==> src/rtl/swap_pkg.sv <==
// Shared constants for the register-swap sequencer: default widths and FSM encoding.
package swap_pkg;

  localparam int AW_DEF = 5;
  localparam int DW_DEF = 32;

  localparam logic [1:0] ST_IDLE = 2'd0;
  localparam logic [1:0] ST_RDA  = 2'd1;
  localparam logic [1:0] ST_MOVB = 2'd2;
  localparam logic [1:0] ST_WRB  = 2'd3;

  function automatic logic state_busy(input logic [1:0] st);
    return st != ST_IDLE;
  endfunction

endpackage

==> src/rtl/swap_req_fifo.sv <==
// Two-entry request queue holding {a, b} address pairs for the swap sequencer.
module swap_req_fifo #(
  parameter int W = 10
) (
  input  logic         clk,
  input  logic         rst,
  input  logic         push,
  input  logic [W-1:0] din,
  input  logic         pop,
  output logic [W-1:0] dout,
  output logic         full,
  output logic         empty
);

  logic [W-1:0] mem [2];
  logic         wr_ptr;
  logic         rd_ptr;
  logic [1:0]   count;
  logic         do_push;
  logic         do_pop;

  assign full    = (count == 2'd2);
  assign empty   = (count == 2'd0);
  assign do_push = push && !full;
  assign do_pop  = pop && !empty;
  assign dout    = mem[rd_ptr];

  always_ff @(posedge clk or negedge rst) begin
    if (!rst) begin
      mem[0] <= '0;
      mem[1] <= '0;
      wr_ptr <= 1'b0;
      rd_ptr <= 1'b0;
      count  <= 2'd0;
    end else begin
      if (do_push) begin
        mem[wr_ptr] <= din;
        wr_ptr      <= ~wr_ptr;
      end
      if (do_pop) rd_ptr <= ~rd_ptr;
      // simultaneous push and pop leaves occupancy unchanged
      case ({do_push, do_pop})
        2'b10:   count <= count + 2'd1;
        2'b01:   count <= count - 2'd1;
        default: count <= count;
      endcase
    end
  end

endmodule

==> src/rtl/swap_sequencer.sv <==
// Swaps two registers of an external register file through its single read and
// write port, borrowing the CPU's port slots while a queued swap is in flight.
//
// state | meaning
// IDLE  | CPU owns the ports; pops next request (a==b completes here)
// RDA   | read reg a into temp
// MOVB  | read reg b, write it into reg a
// WRB   | write temp into reg b, signal done
module swap_sequencer
  import swap_pkg::*;
#(
  parameter int AW = AW_DEF,
  parameter int DW = DW_DEF
) (
  input  logic          clk,
  input  logic          rst,
  input  logic          req_valid,
  output logic          req_ready,
  input  logic [AW-1:0] req_a,
  input  logic [AW-1:0] req_b,
  input  logic [AW-1:0] cpu_ra1,
  input  logic [AW-1:0] cpu_wa,
  input  logic [DW-1:0] cpu_wd,
  input  logic          cpu_we,
  output logic          cpu_stall,
  output logic [AW-1:0] rf_ra1,
  input  logic [DW-1:0] rf_rd1,
  output logic [AW-1:0] rf_wa,
  output logic [DW-1:0] rf_wd,
  output logic          rf_we,
  output logic          busy,
  output logic          done,
  output logic [7:0]    swap_cnt
);

  logic [1:0]      state;
  logic [AW-1:0]   cur_a;
  logic [AW-1:0]   cur_b;
  logic [DW-1:0]   temp;
  logic [2*AW-1:0] head;
  logic [AW-1:0]   head_a;
  logic [AW-1:0]   head_b;
  logic            fifo_full;
  logic            fifo_empty;
  logic            push;
  logic            pop;

  swap_req_fifo #(.W(2*AW)) u_fifo (
    .clk   (clk),
    .rst   (rst),
    .push  (push),
    .din   ({req_a, req_b}),
    .pop   (pop),
    .dout  (head),
    .full  (fifo_full),
    .empty (fifo_empty)
  );

  assign head_a    = head[2*AW-1:AW];
  assign head_b    = head[AW-1:0];
  assign req_ready = !fifo_full;
  assign push      = req_valid && !fifo_full;
  assign pop       = (state == ST_IDLE) && !fifo_empty;
  assign busy      = state_busy(state);
  assign cpu_stall = busy || !fifo_empty;
  // a degenerate request completes in its own pop cycle
  assign done      = (state == ST_WRB) || (pop && (head_a == head_b));

  always_ff @(posedge clk or negedge rst) begin
    if (!rst) begin
      state    <= ST_IDLE;
      cur_a    <= '0;
      cur_b    <= '0;
      temp     <= '0;
      swap_cnt <= 8'd0;
    end else begin
      case (state)
        ST_IDLE: begin
          if (pop) begin
            cur_a <= head_a;
            cur_b <= head_b;
            if (head_a != head_b) state <= ST_RDA;
            else                  swap_cnt <= swap_cnt + 8'd1;
          end
        end
        ST_RDA: begin
          temp  <= rf_rd1;
          state <= ST_MOVB;
        end
        ST_MOVB: state <= ST_WRB;
        ST_WRB: begin
          state    <= ST_IDLE;
          swap_cnt <= swap_cnt + 8'd1;
        end
        default: state <= ST_IDLE;
      endcase
    end
  end

  always_comb begin
    rf_ra1 = cpu_ra1;
    rf_wa  = cpu_wa;
    rf_wd  = cpu_wd;
    rf_we  = cpu_we && !cpu_stall;
    case (state)
      ST_RDA: begin
        rf_ra1 = cur_a;
        rf_wa  = cur_a;
        rf_wd  = temp;
        rf_we  = 1'b0;
      end
      ST_MOVB: begin
        rf_ra1 = cur_b;
        rf_wa  = cur_a;
        rf_wd  = rf_rd1;
        rf_we  = 1'b1;
      end
      ST_WRB: begin
        rf_ra1 = cur_b;
        rf_wa  = cur_b;
        rf_wd  = temp;
        rf_we  = 1'b1;
      end
      default: ;
    endcase
  end

endmodule

==> config.mk <==
export PLATFORM = sky130hd
export DESIGN_NAME = swap_sequencer
export DESIGN_NICKNAME = d
export VERILOG_FILES = /design/src/rtl/swap_pkg.sv /design/src/rtl/swap_req_fifo.sv /design/src/rtl/swap_sequencer.sv
export SDC_FILE = /design/constraint.sdc
export NUM_CORES = 1
export LEC_CHECK = 0
export ABC_AREA = 1
export ABC_CLOCK_PERIOD_IN_PS = 5750
export CAP_MARGIN = 20
export CELL_PAD_IN_SITES_DETAIL_PLACEMENT = 1
export CELL_PAD_IN_SITES_GLOBAL_PLACEMENT = 2
export CORE_ASPECT_RATIO = 1.2
export CORE_UTILIZATION = 28
export CTS_CLUSTER_DIAMETER = 30
export CTS_CLUSTER_SIZE = 24
export DETAILED_ROUTE_END_ITERATION = 10
export GPL_TIMING_DRIVEN = 0
export PLACE_DENSITY_LB_ADDON = 0.1
export SLEW_MARGIN = 5
export SYNTH_ARGS = -nofsm -noshare
export SYNTH_HDL_FRONTEND = slang
export SYNTH_SLANG_ARGS = --single-unit
==> constraint.sdc <==
create_clock -name clk -period 5.75 [get_ports clk]
set_input_delay 1.15 -clock clk [delete_from_list [all_inputs] [get_ports clk]]
set_output_delay 1.15 -clock clk [all_outputs]
set_load 0.03 [all_outputs]
======== After elaboration in Yosys (flattened, before gate mapping) ========
Cells that the tools add are included.
word-level totals
  register bits ........................... 76
  input bits .............................. 88
  output and inout port bits .............. 55
  logic and storage cells ................. 71
operators by class
  add/subtract/negate cells ............... 3
  magnitude comparators ................... 3
  equality and inequality tests ........... 11
  mux-type cells .......................... 17
  bitwise operators ....................... 4
  reduce and logical (&&, ||, !) cells .... 23
operators with widths
  operator                                                   number
  case mux 32 bit (2 select lines)                           1
  two-way mux 10 bit                                         4
  bitwise mux 20 bit                                         1
  case mux 5 bit (2 select lines)                            2
  two-way mux 8 bit                                          2
  case mux 8 bit (2 select lines)                            1
  demux 10 bit (select 1 bit)                                1
  adder 8 x 1 -> 8 bit (second input constant)               1
  == test 2 bit (second input constant)                      4
  case mux 2 bit (4 select lines)                            1
  logical AND 1 bit                                          7
  nonzero test 2 bit                                         3
  OR reduction 2 bit                                         3
  == test 5 bit                                              1
  inequality test 5 bit                                      1
  == test 2 x 1 -> 1 bit (second input constant)             2
  greater-or-equal comparator 2 bit (second input constant)  2
  logical NOT 2 bit                                          2
  two-way mux 2 bit                                          2
  inequality test 2 bit (second input constant)              2
  NOT 1 -> 2 bit                                             2
  case mux 2 bit (2 select lines)                            1
  AND reduction 2 bit                                        2
  logical NOT 1 bit                                          3
  8 further kinds                                            10

======== Longest topological paths before layout ========
Gate-level depths: netlist of the first run.
  word-level depth ........................ 8
  mapped depth ............................ 11
  gate-level depth less buffers ........... 10

======== Cells and area by module ========
From an unflattened synthesis of the first run, not the netlist that was laid out.
second synthesis, totals
  cell total of the unflattened synthesis .. 584
  area, all modules ....................... 4317.9 µm²
by module, submodules not included
  module          instances  cells an instance  area an instance (µm²)  seq. area each (µm²)
  swap_sequencer  1          433                3113.0                  1301.2
  swap_req_fifo   1          151                1204.9                  600.6

======== Least setup slack after synthesis of the first run ========
No wires, ideal clock.
  kind .................................... register to output
  start ................................... reg state[0]
  end ..................................... out rf_wd[0]
  arrival time ............................ 2.171 ns
  data required time ...................... 4.600 ns
  setup slack ............................. 2.429 ns
  cell stages (with the launch flop) ...... 8
  buffers on the path ..................... 3
  cells stage by stage .................... dfrtp_1 -> clkbuf_1 -> inv_1 -> ha_1 -> clkbuf_1 -> clkbuf_1 -> a22oi_1 -> o21ai_0
between the ends
  cells in the longest elaborated chain, start to end .. 3
  elaborated cells between the ends (all ways) .. 5
  those cells by class .................... eq/ne: 3; mux: 1; reduce/logical: 1
RTL lines
  item                                                     RTL line               RTL
  from (decl)                                              swap_sequencer.sv:36   logic [1:0] state;
  from (signal assigned)                                   swap_sequencer.sv:71   state <= ST_IDLE;
  from (signal assigned)                                   swap_sequencer.sv:82   if (head_a != head_b) state <= ST_RDA;
  from (signal assigned)                                   swap_sequencer.sv:88   state <= ST_MOVB;
  == test 2 bit or == test 2 x 1 -> 1 bit (tied branches)  swap_sequencer.sv:105  case (state)
  OR reduction 2 bit (no line)                             --
  case mux 32 bit (2 select lines) (*)                     swap_sequencer.sv:105
  to (decl)                                                swap_sequencer.sv:29   output logic [DW-1:0] rf_wd,
Every way passes the cells marked *; elsewhere a longest branch is shown, timed or not.

======== Worst setup path in the final report of the first run ========
  start ................................... reg state[0]
  end ..................................... out rf_ra1[4]
between the ends
  cells in the longest elaborated chain, start to end .. 3
  elaborated cells between the ends (all ways) .. 5
  those cells by class .................... eq/ne: 3; mux: 1; reduce/logical: 1
RTL lines
  item                                 RTL line               RTL
  == test 2 bit                        swap_sequencer.sv:105
  OR reduction 2 bit (no line)         --
  case mux 5 bit (2 select lines) (*)  swap_sequencer.sv:105
  to (decl)                            swap_sequencer.sv:26   output logic [AW-1:0] rf_ra1,
Marked as above.

==> key figures, run 1 <==
Outcome
  • Status: finished clean

Synthesis
  • Synth cell types: 28
  • Dominant synthesized flop cell: dfrtp_1
  • Ys async rst share: 100.0%
  • Share of the synthesized area in the top cell type: 44.26%
  • Synth area leaders: dfrtp_1 44%, nand2_1 12%, mux2_2 8.1%
  • Synth Register Bits: 76
  • Top-count cell post-synth: nand2_1
  • Syn. warnings: 0
  • Post-Syn Area: 4297 um^2
  • Syn Area/Cell: 8.231 um^2
  • Seq/Total Area, Yosys: 44.26%
  • Synth top cells by count: 142 x nand2_1, 76 x dfrtp_1, 60 x o21ai_0
  • Post-synth EDFFs: 0
  • Post-Syn Instances: 522
  • Area leader, netlist: dfrtp_1
  • Synthesized net count: 617

Critical path
  • Critical-path cell list: clkbuf_1 -> inv_1 -> ha_1 -> clkbuf_1 -> o21ai_0 -> o221ai_1 -> clkdlybuf4s50_1
  • CP peak stage delay: 0.75 ns
  • Crit path DAT: 3.65 ns
  • Slowest stage cell on the critical path: o21ai_0
  • Critical path data required time: 4.60 ns
  • CP Max Fanout: 10
  • Critical path startpoint category: register
  • Crit end category: output pin
  • Cell mode on critical path: clkbuf_1
  • Setup CP Type: register to output pin

Power
  • Combinational power share: 65.7%
  • Maximum VDD drop: 0.1939 mV
  • Lkg Pwr: 0.002689 uW
  • Pwr Density: 681.8 nW/um^2
  • Switch share: 48.72%
  • Sequential share of power: 22.3%
  • Clock power share: 12.0%
  • Internal: 2185 uW
  • P_sw: 2076 uW

Min path
  • Hold WC Path Type: register to register

Finish
  • Fin nets: 771
  • FF+latch area: 1902 um^2
  • Final non-filler cell area: 6250 um^2
  • Combined area of the multi-input logic cells: 2077 um^2
  • ANT cells: 0
  • Area delta synth->final: 45.46%
  • Fillers: 1825
  • Share of cells above drive strength 1: 11.32%

Timing
  • # setup viols final: 0
  • Final Max Slew Viols: 0
  • WHS: 0.5078 ns
  • Actual slew at the worst max-slew pin: 0.8918 ns
  • Max frequency: 208.3 MHz
  • Setup_tns: 0 ns
  • Crit share post-route: 83.48%
  • Layout Skew: 0.004337 ns
  • Final Hold Viols: 0
  • Unrepaired setup endpoints after global routing: no
  • Max_slew headroom: 39.92%
  • Final min period: 4.800 ns

Floorplan
  • Core Area: 15020 um^2
  • Initial Util: 28.60%
  • # rows: 49
  • I/O pin cnt: 143
  • Chip Height: 137.7 um
  • Die X: 115.1 um
  • Die ar.: 15850 um^2

Placement
  • Placed inst area: 5998 um^2
  • GPL Wtd Cong: 0.7305
  • I/O Buffers: 142
  • Post-DP HPWL: 10.81 mm

Route
  • Detail Route met2 WL: 7.007 mm
  • WL per Instance: 15.85 um
  • First-pass iteration count of the detailed router: 4
  • Post-DRT Antenna Nets: 0
  • DRT met1 WL: 6.262 mm
  • Top sig layer: met4
  • Post-Route WL: 14.02 mm
  • Routed vias: 4132
  • Vias per cell: 4.674
  • Initial drt markers: 148
  • Met3 wire length: 550 um
  • Residual DRC: 0

Global routing
  • Grt ovf: 0
  • First-pass GRT wire length: 22.45 mm
  • Largest net degree at the start of global routing: 54
  • Initial antenna violation count: 0
  • Vias in the first global route: 4297
  • GRT Overall Usage: 18.58%

Clock network
  • Reg clk slew, reported paths: 0.06 ns
  • Worst-Skew Late Latency: 0.34 ns
  • Cts repair resizes: 0
  • H-tree depth: 3
  • Clock Root Buffer: clkbuf_16
  • Max Root-Sink Buffers: 2
  • CTS Hold Buffers Added: 0
  • CTS sink cnt: 76
  • TritonCTS buffer count: 9
  • TritonCTS clock tree: done
  • # Post-CTS Setup Buffers: 0

Job
  • Max_cap viols: 0
==> worst paths after layout <==
check | start | end | slack, ns | cells after the start
max | state[0] | rf_ra1[4] | 0.95 | 7
min | temp[30] | temp[30] | 0.51 | 1
max reg2reg | state[0] | u_fifo.count[1] | 2.91 | 10
min reg2reg | temp[30] | temp[30] | 0.51 | 1
max in group asynchronous | rst | u_fifo.mem[8] | 4.44 | 2
min in group asynchronous | rst | temp[19] | 0.72 | 1
==> placed cells by master, fill, tap and decap left out, drive strengths merged <==
cell type      netlist  routed
clkbuf              17      29
a22oi               20      20
mux2                31      31
xor2                 4       4
clkinv               1       4
nor2                26      26
o221ai               5       5
a21oi               36      36
o21ai               65      65
ha                   7       7
inv                 41      41
nand4                2       2
or2                  2       2
xnor2                5       5
buf                 13      15
dfrtp               76      76
nand3               17      17
nand2              154     154
clkdlybuf4s50        0     141
==> critical path, delay by kind of cell, from the launching register on <==
kind	cells	cell delay, ns
buffers and inverters	4	1.52
adder cells (fa/ha/maj)	1	0.23
flip-flops	1	0.50
AO/OA/AOI/OAI	2	1.06
==> routing by layer <==
metal	vias up	track usage, %
met5	-	0
li1	2029	-
met3	12	3.036
met1	2001	22.79
met2	90	32.86
met4	0	6.277
==> per-stage QoR <==
step | setup WS [ns] | cells | total power [uW] | utilization [%]
2_1_floorplan | 2.430 | 522 | 2733 | -
3_3_place_gp | 0.6161 | 868 | 3731 | 39.77
3_5_place_dp | 1.267 | 869 | 3799 | 39.93
4_1_cts | 0.8714 | 884 | 4328 | 41.61
5_1_grt | 0.6245 | 884 | 4597 | 41.61
6_report | 0.9498 | 884 | 4261 | 41.61
==> logic make-up after synthesis <==
| family | Yosys count | synth area share, % |
|---|---|---|
| compound gates | 126 | 16.37 |
| fa+ha+maj | 7 | 2.038 |
| flops | 76 | 44.26 |
| simple gates | 201 | 19.98 |
| xor+xnor | 9 | 1.834 |
| buf+inv | 72 | 7.397 |
| mux | 31 | 8.125 |
==> power groups by stage <==
stage | Clock [uW] | Combinational, uW | Sequential [uW]
after floorplan | 0 | 1790 | 944
after global placement | 0 | 2790 | 942
after detailed placement | 0 | 2840 | 961
after CTS | 528 | 2850 | 951
after global routing | 545 | 3070 | 983
final | 510 | 2800 | 951
==> cell type report <==
| type | count | share of cell area (%) |
|---|---|---|
| sequential | 76 | 30.43 |
| clock buffer | 12 | 3.784 |
| tap | 204 | 4.084 |
| multi-input combinational | 374 | 33.23 |
| inverter | 42 | 2.523 |
| timing repair buffer | 143 | 23.14 |
| clock inverter | 3 | 0.2402 |
| buffer | 30 | 2.563 |
==> flip-flops by register name (all words and copies together) (netlist names) <==
register       count
state              2
cur_a              5
u_fifo.count       2
u_fifo.wr_ptr      1
cur_b              5
u_fifo.mem        20
swap_cnt           8
temp              32
u_fifo.rd_ptr      1
Power figures use the tool's default switching activity.
==> run 2, diff against run 1 <==
- ABC_CLOCK_PERIOD_IN_PS: 5750 -> 3900
- CORE_UTILIZATION: 28 -> 23
- clock period: 5.75 -> 3.9 ns (I/O delays scaled with it)
==> run 2 against run 1 <==
Effect of this change:
- final cell count grew 2.3%
- critical path depth grew 1
- sequential share of layout area shrank 0.31 points
- design area grew 1.0%
- register-to-register slack lost 1.7 ns
- clock power grew 58%
- non-clock buffer count shrank 1
- power grew 48%
- die area grew 21%
- first-iteration DRC count shrank 8.8%
- critical path type unchanged
- highest routed layer unchanged
==> key figures, run 2 (same netlist as run 1, synthesis figures left out) <==
Critical path
  • Crit path DAT: 2.88 ns (was 3.65 ns)
  • R2r setup slk: 1.19 ns (was 2.91 ns)
  • CP peak stage delay: 0.71 ns (was 0.75 ns)
  • Setup CP Type: register to output pin (unchanged)
  • Critical path data required time: 3.12 ns (was 4.60 ns)
  • Critical-path cell list: clkbuf_4 -> inv_1 -> ha_1 -> buf_2 -> buf_2 -> a21oi_1 -> a21oi_1 -> clkdlybuf4s50_1 (was clkbuf_1 -> inv_1 -> ha_1 -> clkbuf_1 -> o21ai_0 -> o221ai_1 -> clkdlybuf4s50_1)
  • Slowest stage cell on the critical path: clkdlybuf4s50_1 (was o21ai_0)
  • Crit end category: output pin (unchanged)
  • CP Max Fanout: 10 (unchanged)
  • Critical path startpoint category: register (unchanged)

Finish
  • Area delta synth->final: 46.97% (was 45.46%)
  • Most frequent cells in the layout: 142 x nand2_1, 125 x clkdlybuf4s50_1, 76 x dfrtp_1 (was 142 x nand2_1, 141 x clkdlybuf4s50_1, 76 x dfrtp_1)
  • Final non-filler cell area: 6315 um^2 (was 6250 um^2)
  • Largest register by flop count: temp (unchanged)
  • Fin nets: 770 (was 771)
  • ANT cells: 0 (unchanged)
  • Commonest non-fill, non-tap cell in the layout: nand2_1 (unchanged)
  • Finished Layout Cells: 904 (was 884)
  • Share of cells above drive strength 1: 13.68% (was 11.32%)
  • Largest regs: temp: 32 flops, u_fifo.mem: 20 flops, swap_cnt: 8 flops (unchanged)
  • Fillers: 2171 (was 1825)
  • Max reg flops: 32 (unchanged)

Global routing
  • Initial antenna violation count: 0 (unchanged)
  • GRT Overall Usage: 16.22% (was 18.58%)
  • Vias in the first global route: 4391 (was 4297)
  • First-pass GRT wire length: 23.85 mm (was 22.45 mm)
  • Largest net degree at the start of global routing: 40 (was 54)
  • Grt ovf: 0 (unchanged)

Timing
  • # setup viols final: 0 (unchanged)
  • WHS: 0.4200 ns (was 0.5078 ns)
  • Actual slew at the worst max-slew pin: 0.6098 ns (was 0.8918 ns)
  • Final min period: 3.665 ns
  • Unrepaired setup endpoints after global routing: no (unchanged)
  • Setup_tns: 0 ns (unchanged)
  • Final Hold Viols: 0 (unchanged)
  • Final Max Slew Viols: 0 (unchanged)
  • Max_slew headroom: 59.35% (was 39.92%)
  • Crit share post-route: 93.97%
  • Layout Skew: 0.01129 ns (was 0.004337 ns)
  • Max frequency: 272.9 MHz

Clock network
  • TritonCTS clock tree: done (unchanged)
  • Worst-Skew Late Latency: 0.34 ns (about the same)
  • Max Root-Sink Buffers: 2 (unchanged)
  • Clock Root Buffer: clkbuf_16 (unchanged)
  • H-tree depth: 3 (unchanged)
  • CTS Hold Buffers Added: 0 (unchanged)
  • TritonCTS buffer count: 9 (unchanged)
  • # Post-CTS Setup Buffers: 0 (unchanged)
  • CTS sink cnt: 76 (unchanged)
  • Reg clk slew, reported paths: 0.06 ns (about the same)

Route
  • Initial drt markers: 135 (was 148)
  • Vias per cell: 4.584 (was 4.674)
  • Routed vias: 4144 (was 4132)
  • WL per Instance: 16.41 um (was 15.85 um)
  • Residual DRC: 0 (unchanged)
  • First-pass iteration count of the detailed router: 4 (unchanged)
  • Post-DRT Antenna Nets: 0 (unchanged)
  • Post-Route WL: 14.84 mm (was 14.02 mm)

Floorplan
  • Initial Util: 23.55% (was 28.60%)
  • Die ar.: 19230 um^2 (was 15850 um^2)
  • # rows: 54 (was 49)
  • I/O pin cnt: 143 (unchanged)
  • Chip Height: 151.7 um (was 137.7 um)
  • Die X: 126.8 um (was 115.1 um)
  • Core Area: 18240 um^2 (was 15020 um^2)

Placement
  • I/O Buffers: 142 (unchanged)
  • GPL Wtd Cong: 0.7135 (was 0.7305)
  • Post-DP HPWL: 11.31 mm (was 10.81 mm)
  • Placed inst area: 6023 um^2 (was 5998 um^2)
  • Cells after DPL: 889 (was 869)

Outcome
  • Status: finished clean (unchanged)

Min path
  • Hold WC Path Type: primary input to asynchronous set/reset pin (was register to register)

Power
  • Pwr Density: 997.7 nW/um^2 (was 681.8 nW/um^2)
  • Maximum VDD drop: 0.2719 mV (was 0.1939 mV)
  • Lkg Pwr: 0.002787 uW (was 0.002689 uW)
  • Overall power: 6300 uW (was 4261 uW)

Job
  • Max_cap viols: 0 (unchanged)
-- run 2: cell count changes in the layout (fill, tap and decap cells not counted), moves of 9 or more --
cell             change
clkbuf_2             +9
clkbuf_1            -12
dlygate4sd2_1       +14
clkdlybuf4s50_1     -16
-- run 2: per-layer routing --
layer | wire (um) | global-route usage (%)
met1 | 6887 | 20.68
met4 | 230 | 6.071
met3 | 467 | 2.037
met5 | 0 | 0
met2 | 7254 | 28.15
-- run 2: per-stage QoR --
stage               util [%]  setup slack, ns
floorplan                  -           0.9495
global placement       32.88           -1.078
detailed placement     33.02          -0.2920
CTS                    34.52         0.006545
global route           34.62          0.01523
finish                 34.62           0.2351
-- run 2: cell type report --
type	instances	area, um^2	area share (%)
Timing Repair Buffer	143	1434	22.71
Sequential cell	76	1902	30.12
Clock inverter	3	21.27	0.3368
Tap cell	224	280.3	4.438
Buffer	29	172.7	2.734
Clock buffer	13	260.3	4.121
Inverter	42	161.4	2.556
Multi-Input combinational cell	374	2083	32.99
-- run 2: repair_timing --
action,in CTS,in global routing
gates resized for setup,23,14
setup endpoints to repair,44,22
endpoints found under the hold margin,0,0
-- run 2: worst max-delay path: cells and delay by family, from the launching register on --
| family | cells | cell delay, ns |
|---|---|---|
| buffers and inverters | 5 | 1.63 |
| DFF | 1 | 0.48 |
| AOI/OAI and AO/OA | 2 | 0.26 |
| adders and majority gates | 1 | 0.18 |
-- run 2: where the power goes --
part           internal [uW]  switching (uW)  leakage, uW
registers               1170             228     0.000927
logic                   1570            2530      0.00172
clock network            467             341     0.000136
-- run 2: final timing paths --
| kind | start | endpoint | cells after the start |
|---|---|---|---|
| setup / recovery | state[0] | rf_wa[2] | 8 |
| hold / removal | rst | u_fifo.mem[15] | 1 |
| setup reg to reg | state[0] | u_fifo.count[1] | 10 |
| hold reg to reg | temp[24] | temp[24] | 1 |
| max in group asynchronous | rst | temp[27] | 2 |
| min in group clk | temp[24] | temp[24] | 1 |
